<file path="config.mk">
export PLATFORM = sky130hd
export DESIGN_NAME = periph_bus_fabric
export DESIGN_NICKNAME = d
export VERILOG_FILES = /design/src/rtl/periph_bus_fabric.sv
export SDC_FILE = /design/constraint.sdc
export NUM_CORES = 1
export LEC_CHECK = 0
export BUFFER_PORTS_ARGS = -buffer_cell sky130_fd_sc_hd__buf_2
export CAP_MARGIN = 20
export CORE_AREA = 2 2 134 136
export DETAILED_ROUTE_END_ITERATION = 16
export DIE_AREA = 0 0 136 138
export PLACE_DENSITY_LB_ADDON = 0.15
export SYNTH_ARGS = -nofsm -noshare
export SYNTH_HDL_FRONTEND = slang
export SYNTH_SLANG_ARGS = --single-unit
export TNS_END_PERCENT = 30
</file>
<file path="constraint.sdc">
create_clock -name clk -period 2.2 [get_ports clk]
set_clock_uncertainty 0.15 [all_clocks]
set_input_delay 0.55 -clock clk [delete_from_list [all_inputs] [get_ports clk]]
set_output_delay 0.55 -clock clk [all_outputs]
set_load 0.05 [all_outputs]
</file>
<file path="src/rtl/periph_bus_fabric.sv">
// periph_bus_fabric: N-slave base/mask decoded peripheral interconnect, one transaction in flight.
// Optional access timeout enabled by defining PERIPH_BUS_TIMEOUT_EN.
module periph_bus_fabric #(
    parameter int NUM_SLAVES = 5,
    parameter int AWIDTH = 32,
    parameter int DWIDTH = 32,
    parameter logic [NUM_SLAVES*AWIDTH-1:0] SLAVE_BASE = {
        32'h4000_0000, 32'h3000_0000, 32'h2000_0000,
        32'h1000_0000, 32'h0000_0000},
    parameter logic [NUM_SLAVES*AWIDTH-1:0] SLAVE_MASK = {
        32'hF000_0000, 32'hF000_0000, 32'hF000_0000,
        32'hF000_0000, 32'hF000_0000},
    parameter logic [NUM_SLAVES-1:0] ACK_MASK = '0,
    parameter int TIMEOUT_CYCLES = 16
) (
    input  logic                         clk,
    input  logic                         reset_ff,
    input  logic                         m_req,
    input  logic                         m_we,
    input  logic [AWIDTH-1:0]            m_addr,
    input  logic [DWIDTH-1:0]            m_wdata,
    input  logic [DWIDTH/8-1:0]          m_be,
    output logic [DWIDTH-1:0]            m_rdata,
    output logic                         m_ready,
    output logic                         m_err,
    output logic [NUM_SLAVES-1:0]        s_cs_n,
    output logic                         s_we,
    output logic [AWIDTH-1:0]            s_addr,
    output logic [DWIDTH-1:0]            s_wdata,
    output logic [DWIDTH/8-1:0]          s_be,
    input  logic [NUM_SLAVES*DWIDTH-1:0] s_rdata,
    input  logic [NUM_SLAVES-1:0]        s_ack
);

    localparam int BW = DWIDTH / 8;
    localparam int IW = (NUM_SLAVES > 1) ? $clog2(NUM_SLAVES) : 1;

    if (NUM_SLAVES < 1 || NUM_SLAVES > 16 || (DWIDTH % 8) != 0 ||
        TIMEOUT_CYCLES < 1) begin : g_bad_cfg
        $error("periph_bus_fabric: illegal parameter set");
    end

    typedef enum logic [1:0] {
        IDLE,
        ACCESS,
        RESP,
        DERR
    } state_t;

    state_t                  r_state;
    logic [IW-1:0]           r_idx;
    logic [NUM_SLAVES-1:0]   r_cs_n;
    logic                    r_we;
    logic [AWIDTH-1:0]       r_addr;
    logic [DWIDTH-1:0]       r_wdata;
    logic [BW-1:0]           r_be;
    logic [DWIDTH-1:0]       r_rdata;
    logic                    r_ready;
    logic                    r_err;

    logic                    w_hit;
    logic [IW-1:0]           w_idx;
    logic                    w_done;
    logic [DWIDTH-1:0]       w_sel_rdata;

`ifdef PERIPH_BUS_TIMEOUT_EN
    localparam int TW = $clog2(TIMEOUT_CYCLES + 1);
    localparam logic [TW-1:0] TO_LAST = TW'(TIMEOUT_CYCLES - 1);
    logic [TW-1:0]           r_cnt;
`endif

    // Address decode; scanning high to low lets the lowest matching index win
    always_comb begin
        w_hit = 1'b0;
        w_idx = '0;
        for (int i = NUM_SLAVES - 1; i >= 0; i--) begin
            if ((m_addr & SLAVE_MASK[i*AWIDTH +: AWIDTH]) ==
                SLAVE_BASE[i*AWIDTH +: AWIDTH]) begin
                w_hit = 1'b1;
                w_idx = IW'(i);
            end
        end
    end

    // Completion of the selected slave: its ack, or immediate for fixed-latency slaves
    always_comb begin
        w_done      = ACK_MASK[r_idx] ? s_ack[r_idx] : 1'b1;
        w_sel_rdata = s_rdata[r_idx*DWIDTH +: DWIDTH];
    end

    // Transaction FSM with registered master and slave side outputs
    always_ff @(posedge clk or negedge reset_ff) begin
        if (!reset_ff) begin
            r_state <= IDLE;
            r_idx   <= '0;
            r_cs_n  <= '1;
            r_we    <= 1'b0;
            r_addr  <= '0;
            r_wdata <= '0;
            r_be    <= '0;
            r_rdata <= '0;
            r_ready <= 1'b0;
            r_err   <= 1'b0;
`ifdef PERIPH_BUS_TIMEOUT_EN
            r_cnt   <= '0;
`endif
        end else begin
            unique case (r_state)
                IDLE: begin
                    r_ready <= 1'b0;
                    r_err   <= 1'b0;
                    if (m_req) begin
                        r_we    <= m_we;
                        r_addr  <= m_addr;
                        r_wdata <= m_wdata;
                        r_be    <= m_be;
                        r_idx   <= w_idx;
                        if (w_hit) begin
                            r_cs_n  <= ~(NUM_SLAVES'(1) << w_idx);
                            r_state <= ACCESS;
`ifdef PERIPH_BUS_TIMEOUT_EN
                            r_cnt   <= '0;
`endif
                        end else begin
                            r_ready <= 1'b1;
                            r_err   <= 1'b1;
                            r_rdata <= '0;
                            r_state <= DERR;
                        end
                    end
                end
                ACCESS: begin
                    if (w_done) begin
                        r_cs_n  <= '1;
                        r_rdata <= r_we ? '0 : w_sel_rdata;
                        r_ready <= 1'b1;
                        r_err   <= 1'b0;
                        r_state <= RESP;
                    end
`ifdef PERIPH_BUS_TIMEOUT_EN
                    else if (r_cnt == TO_LAST) begin
                        r_cs_n  <= '1;
                        r_rdata <= '0;
                        r_ready <= 1'b1;
                        r_err   <= 1'b1;
                        r_state <= RESP;
                    end else begin
                        r_cnt <= r_cnt + 1'b1;
                    end
`endif
                end
                RESP, DERR: begin
                    r_ready <= 1'b0;
                    r_err   <= 1'b0;
                    r_state <= IDLE;
                end
                default: begin
                    r_state <= IDLE;
                end
            endcase
        end
    end

    assign m_rdata = r_rdata;
    assign m_ready = r_ready;
    assign m_err   = r_err;
    assign s_cs_n  = r_cs_n;
    assign s_we    = r_we;
    assign s_addr  = r_addr;
    assign s_wdata = r_wdata;
    assign s_be    = r_be;

endmodule

</file>
==> reports/results.txt, run 1 <==
Outcome - completed
Die area - 18800 um^2
Final setup fails - 0
CP startpoint kind - register
Dpl cells - 1136
Worst-path maximum fanout - 3
Synth async-reset ratio - 1.00
Crit path from - s_cs_n[4]$_DFFE_PN1P_
Drt wl/cell - 16.0 um
IO buf count - 339
Cell Area, Synth - 5610 um^2
Relative slew slack - 0.693
Synth Register Bits - 113
Postcts setup bufs - 0
Core Footprint - 17500 um^2
Syn-to-layout area delta - 46.2%
GRT Util Overall - 0.199
Number of buffers created by CTS - 17
RSZ-0062 raised after global routing - no
Hpwl dp - 14000 um
Via count - 5490
Initial Utilization - 0.320
Ports - 345
Root buf cell - clkbuf_16
Nets - 1164
Post-synth EDFFs - 0
CTS tree - done
First-pass GRT wire length - 29000 um
Crit path depth - 1
Peak VDD IR - 0.638 mV
H-tree Lvls - 4
Hold path startpoint - m_addr[2]
Count leader, synth - nand2_1
Max capacitance violation total - 0
Most frequent cells after synthesis - nand2_1 (273), dfrtp_1 (108), inv_1 (35), nand3_1 (35)
Filler cell count - 1801
Fin crit period - 1.94 ns
Reg2Reg Launch Point - r_idx[0]$_DFFE_PN0P_
DRC - 0
Static leakage - 4.40 nW
Worst skew pair latency - 0.41 ns
Worst path cell trace - buf_2
Largest net degree at the start of global routing - 47
Hold Fails Final Rpt - 0
Critical path's slowest cell - dfstp_2
Dominant cell type by area after synthesis - dfrtp_1
Die Height - 138 um
WL final - 18700 um
WP data required - 1.50 ns
GP Congestion - 0.743
Top cell type's share of synthesized area - 0.482
Slew Limit Fails - 0
Initial antenna violation count - 1
Top FF cell, synth - dfrtp_1
Clock Path Buffers - 2
Syn Inst Count - 588
Warnings from Yosys - 0
PwrDens - 1330 nW/um^2
CP Capture Type - output pin
Routed Antenna Nets - 0
Worst-path clk slew - 0.06 ns
Vias per inst - 4.70
Share of layout cells above drive strength 1 - 0.465
Syn_nets - 825
Fmax - 516 MHz
Synth area leaders - dfrtp_1 (48%), nand2_1 (18%), mux4_2 (13%)
Die W - 136 um
Vias in the first global route - 5556
Post-synthesis sequential area ratio - 0.505
Starting DRT DRC Count - 229
Grt total ovfl - 0
CP max stage delay - 0.55 ns
Worst path top cell family by delay - flip-flops
Hold depth - 3
Slew @ Worst Pin - 0.461 ns
Cell variety after synth - 29
Non-filler cells, final - 1169
Critical path class - register to output pin
Avg Inst Size Synth - 9.54 um^2
Reg2Reg Depth - 4
WP buf/inv - 1
Worst Hold Class - input pin to register
CTS sink count - 113
TritonRoute pass-1 iters - 4
Site Rows - 49
Fin Setup TNS - 0 ns
Final Cycle Share - 0.881
Crit path DAT - 1.24 ns
-- placed cells by master, fill, tap and decap left out, types with 3 or more instances in the layout --
cell / Yosys / routed
clkinvlp_4: 0 / 3
a21oi_1: 3 / 3
dfrtp_1: 108 / 106
o2111ai_1: 32 / 32
o21ai_0: 4 / 4
clkinv_4: 0 / 4
nand3_1: 35 / 35
buf_2: 10 / 338
nand2_1: 273 / 273
mux4_2: 32 / 32
buf_4: 4 / 15
inv_6: 1 / 5
buf_12: 0 / 6
inv_1: 35 / 35
dfstp_2: 5 / 5
clkbuf_16: 0 / 17
-- worst min-delay path, cell delays in order --
cell and delay, ns:
buf_2 0.07, nand2_1 0.04, nand2_1 0.04
-- layout make-up --
class,instances,area (um^2),area share
timing repair buffer,360,1930,0.236
sequential,113,2840,0.346
inverter,36,140,0.0171
clock inverter,13,153,0.0186
clock buffer,18,439,0.0536
multi-input combinational,399,2410,0.294
antenna,1,2.50,0.000305
tap,229,287,0.0349
-- where the power goes --
group / switching, mW / internal (mW) / total (mW)
Combinational: 3.64 / 1.25 / 4.88
Sequential: 0.469 / 2.79 / 3.26
Clock: 1.03 / 1.71 / 2.74
-- per-stage QoR --
step                      setup WS (ns)  instance area (um^2)  hold WS (ns)  utilization  power [mW]
after global routing              0.211                  8200         0.162        0.468        11.5
after floorplan                   0.525                  5610         0.104            -        6.82
after global placement            0.187                  7600         0.304        0.433        8.17
final                             0.263                  8200         0.171        0.468        10.9
after detailed placement          0.170                  7600         0.307        0.433        8.22
after CTS                         0.233                  8200         0.155        0.468        11.0
-- sequential cells by signal, indices dropped and copies added, names as in the netlist --
signal	cells
m_rdata	32
s_addr	32
s_wdata	32
s_cs_n	5
s_be	4
r_idx	3
r_state	2
m_err	1
m_ready	1
s_we	1
-- routing by layer --
metal / wire, um / vias to the layer above / global-route usage
li1: - / 2657 / -
met1: 7480 / 2586 / 0.237
met2: 9200 / 224 / 0.337
met3: 1700 / 23 / 0.0678
met4: 290 / 0 / 0.0603
met5: 0 / - / 0
-- final timing paths --
| path | to | slack [ns] |
|---|---|---|
| min reg2reg | s_addr[30]$_DFFE_PN0P_ | 0.32 |
| min in group asynchronous | m_rdata[20]$_DFFE_PN0P_ | 0.48 |
| min | s_addr[2]$_DFFE_PN0P_ | 0.17 |
| max | s_cs_n[4] | 0.26 |
| max in group asynchronous | s_cs_n[4]$_DFFE_PN1P_ | 0.80 |
| max reg2reg | m_rdata[1]$_DFFE_PN0P_ | 0.30 |
-- cells by family (layout without fill, tap and decap cells) --
family,after synthesis,count (layout),synth area share
AOI/OAI and AO/OA,49,49,0.0707
buffers and inverters,76,427,0.0687
other,0,1,0
DFF,113,113,0.505
muxes,32,32,0.128
and+or+nand+nor,318,318,0.227
-- repair_timing --
item / in CTS / in global routing
hold endpoints to repair: 18 / 0
hold buffers: 1 / 0
setup endpoints to repair: 0 / 0
resized for setup: 0 / 0
Note: power is estimated with default switching activity, not from simulation.
==> inputs of run 2 (changes only) <==
--- a/config.mk
+++ b/config.mk
@@ -5,11 +5,12 @@
 export SDC_FILE = /design/constraint.sdc
 export NUM_CORES = 1
 export LEC_CHECK = 0
+export ABC_AREA = 1
 export BUFFER_PORTS_ARGS = -buffer_cell sky130_fd_sc_hd__buf_2
 export CAP_MARGIN = 20
-export CORE_AREA = 2 2 134 136
+export CORE_AREA = 2 2 133 135
 export DETAILED_ROUTE_END_ITERATION = 16
-export DIE_AREA = 0 0 136 138
+export DIE_AREA = 0 0 135 137
 export PLACE_DENSITY_LB_ADDON = 0.15
 export SYNTH_ARGS = -nofsm -noshare
 export SYNTH_HDL_FRONTEND = slang
==> reports/results.txt, run 2 <==
Final setup fails - 0 (unchanged)
Initial Utilization - 0.342 (+0.0217)
Syn Inst Count - 845 (+44%)
Fin Setup TNS - 0 ns (unchanged)
Initial antenna violation count - 1 (unchanged)
CP startpoint kind - register
Clock Path Buffers - 2 (unchanged)
Dpl cells - 1373 (+21%)
Most frequent cells after synthesis - nand2_1 (505), dfrtp_1 (108), nand3_1 (106)
Site Rows - 48 (-2.0%)
Most common cell after layout, fill and taps aside - nand2_1
Root buf cell - clkbuf_16
First-pass GRT wire length - 30500 um (+5.2%)
Hpwl dp - 14000 um (+0.49%)
TritonRoute pass-1 iters - 4 (unchanged)
RSZ-0062 raised after global routing - no
Critical path's slowest cell - dfstp_2
Number of buffers created by CTS - 17 (unchanged)
CTS resizes - 0 (unchanged)
Vias per inst - 4.55 (-3.2%)
Worst Hold Margin - 0.188 ns (+0.0164 ns)
Peak VDD IR - 0.796 mV (+25%)
Critical path class - register to output pin
Most frequent cells in the layout - nand2_1 (505), buf_2 (338), dfrtp_1 (107)
Worst Hold Class - input pin to register
Die area - 18500 um^2 (-1.5%)
Post-synthesis sequential area ratio - 0.486 (-0.0189)
WP buf/inv - 1 (unchanged)
Crit path DAT - 1.21 ns (-0.03 ns)
Post-synth EDFFs - 0 (unchanged)
GRT Util Overall - 0.211 (+0.0119)
GP Congestion - 0.775 (+4.4%)
Worst-path maximum fanout - 2 (-1)
Synth Register Bits - 113 (unchanged)
WL final - 19700 um (+5.3%)
Crit path depth - 1 (unchanged)
Worst path top cell family by delay - flip-flops
Avg Inst Size Synth - 6.90 um^2 (-28%)
Fin crit period - 1.91 ns (-0.0255 ns)
Final Core Density - 0.487 (+0.0198)
Routed Antenna Nets - 0 (unchanged)
Die W - 135 um (-0.74%)
Worst skew pair latency - 0.41 ns (about the same)
Worst path cell trace - buf_2
Final Cycle Share - 0.869 (-0.0116)
Static leakage - 5.03 nW (+14%)
CP Capture Type - output pin
IO buf count - 339 (unchanged)
Reg2Reg Depth - 8 (+4)
Nets - 1405 (+21%)
CP max stage delay - 0.53 ns (-0.02 ns)
Drt wl/cell - 14.0 um (-12%)
Count leader, synth - nand2_1
Dpl ws - 0.326 ns (+0.156 ns)
Warnings from Yosys - 0 (unchanged)
Core Footprint - 17100 um^2 (-2.7%)
Top FF cell, synth - dfrtp_1
Hold depth - 3 (unchanged)
Post-DP Area - 7760 um^2 (+2.2%)
Slew @ Worst Pin - 0.577 ns (+0.117 ns)
Synth area leaders - dfrtp_1 (46%), nand2_1 (33%), nand3_1 (9.1%)
H-tree Lvls - 4 (unchanged)
Via count - 6396 (+17%)
Top cell type's share of synthesized area - 0.464 (-0.0180)
Grt total ovfl - 0 (unchanged)
PwrDens - 1310 nW/um^2 (-1.2%)
Cell variety after synth - 17 (-41%)
Overall power - 10.9 mW (+0.16%)
CTS sink count - 113 (unchanged)
Starting DRT DRC Count - 279 (+22%)
Largest net degree at the start of global routing - 74 (+57%)
Max capacitance violation total - 0 (unchanged)
Worst Slack Setup Final - 0.288 ns (+0.0255 ns)
Syn_nets - 1082 (+31%)
DRC - 0 (unchanged)
Syn-to-layout area delta - 42.7%
Worst-path clk slew - 0.05 ns (about the same)
Slew Limit Fails - 0 (unchanged)
Postcts setup bufs - 0 (unchanged)
Non-filler cells, final - 1407 (+20%)
Hold Fails Final Rpt - 0 (unchanged)
Relative slew slack - 0.615 (-0.0783)
Filler cell count - 1829 (+1.6%)
Synth async-reset ratio - 1.00 (unchanged)
Outcome - completed
Share of layout cells above drive strength 1 - 0.337 (-0.128)
Die Height - 137 um (-0.72%)
Post-route cell area - 8310 um^2 (+1.4%)
Hold-fix buffers, CTS - 1 (unchanged)
CTS tree - done
Vias in the first global route - 6083 (+9.5%)
Dominant cell type by area after synthesis - dfrtp_1
Fmax - 523 MHz (+1.3%)
Ports - 345 (unchanged)
Cell Area, Synth - 5830 um^2 (+3.9%)
WP data required - 1.50 ns (about the same)
-- run 2: cell count changes after synthesis, moves of 26 or more --
| cell | delta |
|---|---|
| a21oi_1 | +29 |
| inv_1 | -26 |
| mux4_2 | -32 |
| nand2_1 | +232 |
| nand3_1 | +71 |
| o2111ai_1 | -32 |
-- run 2: metal layers --
metal / vias up / routed length [um] / global-route usage
met2: 215 / 9460 / 0.341
met4: 0 / 484 / 0.0822
met1: 2847 / 8470 / 0.270
met5: - / 0 / 0
li1: 3293 / - / -
met3: 41 / 1260 / 0.0556
-- run 2: cell type report --
| class | instances | area [um^2] | area share |
|---|---|---|---|
| sequential | 113 | 2840 | 0.341 |
| multi-input combinational | 665 | 2700 | 0.325 |
| timing repair buffer | 360 | 1910 | 0.230 |
| clock buffer | 27 | 513 | 0.0617 |
| tap | 225 | 282 | 0.0339 |
| inverter | 11 | 41.3 | 0.00497 |
| clock inverter | 5 | 27.5 | 0.00331 |
| antenna | 1 | 2.50 | 0.000301 |
-- run 2: final timing paths --
path,from,endpoint,slack [ns]
max reg2reg,r_idx[0]$_DFFE_PN0P_,m_rdata[18]$_DFFE_PN0P_,0.52
min,m_wdata[19],s_wdata[19]$_DFFE_PN0P_,0.19
max in group asynchronous,reset_ff,s_cs_n[4]$_DFFE_PN1P_,0.76
max,s_cs_n[0]$_DFFE_PN1P_,s_cs_n[0],0.29
min reg2reg,s_cs_n[2]$_DFFE_PN1P_,s_cs_n[2]$_DFFE_PN1P_,0.31
min in group asynchronous,reset_ff,s_be[1]$_DFFE_PN0P_,0.49
-- run 2: power by group --
part           internal [mW]  switching [mW]  leakage, nW  total, mW
Sequential              2.80           0.373         1.42       3.17
Combinational           1.21            4.03         3.34       5.24
Clock                   1.58           0.908        0.267       2.49
-- run 2: worst register-to-register path: cells and delay by family (launching register included) --
family                 cells  cell delay [ns]
and+or+nand+nor            6             0.49
DFF                        1             0.53
buffers and inverters      2             0.46
-- run 2: cells by family after synthesis --
kind of cell	count (synthesis)	share of synthesized area
AND/OR/NAND/NOR	625	0.428
flip-flops	113	0.486
buffers and inverters	67	0.0509
AO/OA/AOI/OAI	40	0.0346
==> inputs of run 3 (changes only) <==
--- a/config.mk
+++ b/config.mk
@@ -9,6 +9,7 @@
 export BUFFER_PORTS_ARGS = -buffer_cell sky130_fd_sc_hd__buf_2
 export CAP_MARGIN = 20
 export CORE_AREA = 2 2 133 135
+export CTS_CLUSTER_DIAMETER = 80
 export DETAILED_ROUTE_END_ITERATION = 16
 export DIE_AREA = 0 0 135 137
 export PLACE_DENSITY_LB_ADDON = 0.15
==> constraint.sdc (replaced) <==
create_clock -name clk -period 1.98 [get_ports clk]
set_clock_uncertainty 0.15 [all_clocks]
set_input_delay 0.198 -clock clk [delete_from_list [all_inputs] [get_ports clk]]
set_output_delay 0.198 -clock clk [all_outputs]
set_load 0.05 [all_outputs]
==> reports/results.txt, run 3 (synthesis gave the netlist of run 2 again) <==
Outcome - completed
CTS tree - done
Fmax - 615 MHz
GRT Util Overall - 0.223 (+0.0121)
Final setup fails - 0 (unchanged)
CP startpoint kind - input pin
First-pass GRT wire length - 32400 um (+6.1%)
Reg2Reg Depth - 7 (-1)
R2R setup slack - 0.39 ns (-0.13 ns)
Starting DRT DRC Count - 373 (+34%)
Crit path from - m_req
PwrDens - 1350 nW/um^2 (+2.9%)
Drt wl/cell - 13.9 um (-0.24%)
Hold path startpoint - s_rdata[155]
Critical path class - input pin to register
Max capacitance violation total - 0 (unchanged)
Fin Setup TNS - 0 ns (unchanged)
Postcts setup bufs - 0 (unchanged)
Hold-fix buffers, CTS - 97 (+96)
Nets - 1500 (+6.8%)
WL final - 20900 um (+6.4%)
Dpl ws - 0.391 ns (+0.0649 ns)
Fin crit period - 1.63 ns
Worst Slack Setup Final - 0.354 ns (+0.0655 ns)
Relative slew slack - 0.685 (+0.0702)
Hold depth - 5 (+2)
Via count - 6831 (+6.8%)
Site Rows - 48 (unchanged)
Crit path DAT - 1.82 ns (+0.61 ns)
Worst skew pair latency - 0.41 ns (about the same)
Vias per inst - 4.55 (+0.11%)
WHS Endpoint - m_rdata[27]$_DFFE_PN0P_
Grt total ovfl - 0 (unchanged)
Reg2Reg Launch Point - r_state[1]$_DFFE_PN0P_
Post-DP Area - 7800 um^2 (+0.55%)
CP Capture Type - register
Static leakage - 5.46 nW (+8.5%)
Ant diodes - 0 (-1)
IO buf count - 339 (unchanged)
Post-route cell area - 9370 um^2 (+13%)
GP Congestion - 0.786 (+1.4%)
Worst Hold Margin - 0.0159 ns (-0.172 ns)
Hold Fails Final Rpt - 0 (unchanged)
RSZ-0062 raised after global routing - no
Filler cell count - 1675 (-8.4%)
H-tree Lvls - 4 (unchanged)
DRC - 0 (unchanged)
Root buf cell - clkbuf_16
CTS sink count - 113 (unchanged)
Die area - 18500 um^2 (unchanged)
Number of buffers created by CTS - 17 (unchanged)
Initial Utilization - 0.342 (unchanged)
Most common cell after layout, fill and taps aside - nand2_1
WP data required - 2.18 ns (+0.68 ns)
Routed Antenna Nets - 0 (unchanged)
Slew Limit Fails - 0 (unchanged)
Initial antenna violation count - 0 (-1)
Ports - 345 (unchanged)
Most frequent cells in the layout - nand2_1 (505), buf_2 (338), dfrtp_1 (107)
Worst Hold Class - input pin to register
Die W - 135 um (unchanged)
CTS resizes - 0 (unchanged)
Hpwl dp - 14000 um (-0.47%)
Overall power - 12.6 mW (+16%)
Die Height - 137 um (unchanged)
Slew @ Worst Pin - 0.473 ns (-0.105 ns)
Endpoint of the lowest-slack register-to-register path - s_addr[8]$_DFFE_PN0P_
Worst-path clk slew - 0.05 ns (about the same)
Vias in the first global route - 6655 (+9.4%)
Final Cycle Share - 0.821
Syn-to-layout area delta - 60.8%
Share of layout cells above drive strength 1 - 0.314 (-0.0227)
Worst-path maximum fanout - 43 (+41)
Peak VDD IR - 0.921 mV (+16%)
Clock Path Buffers - 2 (unchanged)
Core Footprint - 17100 um^2 (unchanged)
TritonRoute pass-1 iters - 4 (unchanged)
Largest net degree at the start of global routing - 74 (unchanged)
-- run 3: cell count changes in the layout (fill, tap and decap cells not counted), sizes merged --
| cell | change |
|---|---|
| clkinvlp | +4 |
| inv | +1 |
| dlygate4sd3 | +96 |
| clkinv | +1 |
| clkbuf | -9 |
| diode | -1 |
| bufinv | +3 |
| buf | -1 |
-- run 3: final cells by class --
| type | instances | area, um^2 | area share |
|---|---|---|---|
| Tap cell | 225 | 282 | 0.0300 |
| Clock buffer | 18 | 429 | 0.0458 |
| Timing Repair Buffer | 455 | 2910 | 0.311 |
| Multi-Input combinational cell | 665 | 2700 | 0.289 |
| Clock inverter | 14 | 165 | 0.0176 |
| Inverter | 11 | 41.3 | 0.00441 |
| Sequential cell | 113 | 2840 | 0.303 |
-- run 3: stage by stage --
stage                     instances   util
after detailed placement       1372  0.458
after CTS                      1501  0.549
after global routing           1501  0.549
after global placement         1372  0.458
after floorplan                 845      -
final                          1501  0.549
-- run 3: layer usage --
layer	track usage	wire length, um	up-vias
met5	0	0	-
met4	0.0839	537	0
met3	0.0526	1290	42
met2	0.386	10400	233
met1	0.270	8680	3079
li1	-	-	3477
-- run 3: worst max path at each step --
stage | end | depth (start not counted) | slack [ns]
2_1_floorplan | m_rdata[10]$_DFFE_PN0P_ | 6 | 0.40
3_5_place_dp | s_addr[30]$_DFFE_PN0P_ | 7 | 0.39
3_3_place_gp | s_addr[29]$_DFFE_PN0P_ | 6 | 0.43
4_1_cts | s_wdata[18]$_DFFE_PN0P_ | 8 | 0.37
5_1_grt | s_addr[30]$_DFFE_PN0P_ | 8 | 0.24
6_report | s_addr[8]$_DFFE_PN0P_ | 8 | 0.35
-- run 3: power by group --
part / total, mW / internal, mW / leakage [nW] / switching [mW]
clock network: 3.06 / 1.97 / 0.278 / 1.10
logic: 6.06 / 1.50 / 3.75 / 4.56
registers: 3.52 / 3.11 / 1.42 / 0.408
total: 12.6 / 6.58 / 5.46 / 6.06
-- run 3: critical path, stage by stage --
cell           delay, ns
dlygate4sd3_1       0.54
buf_2               0.14
nand2_1             0.17
nor2_4              0.06
inv_2               0.25
buf_12              0.27
nand2_1             0.10
nand2_1             0.08
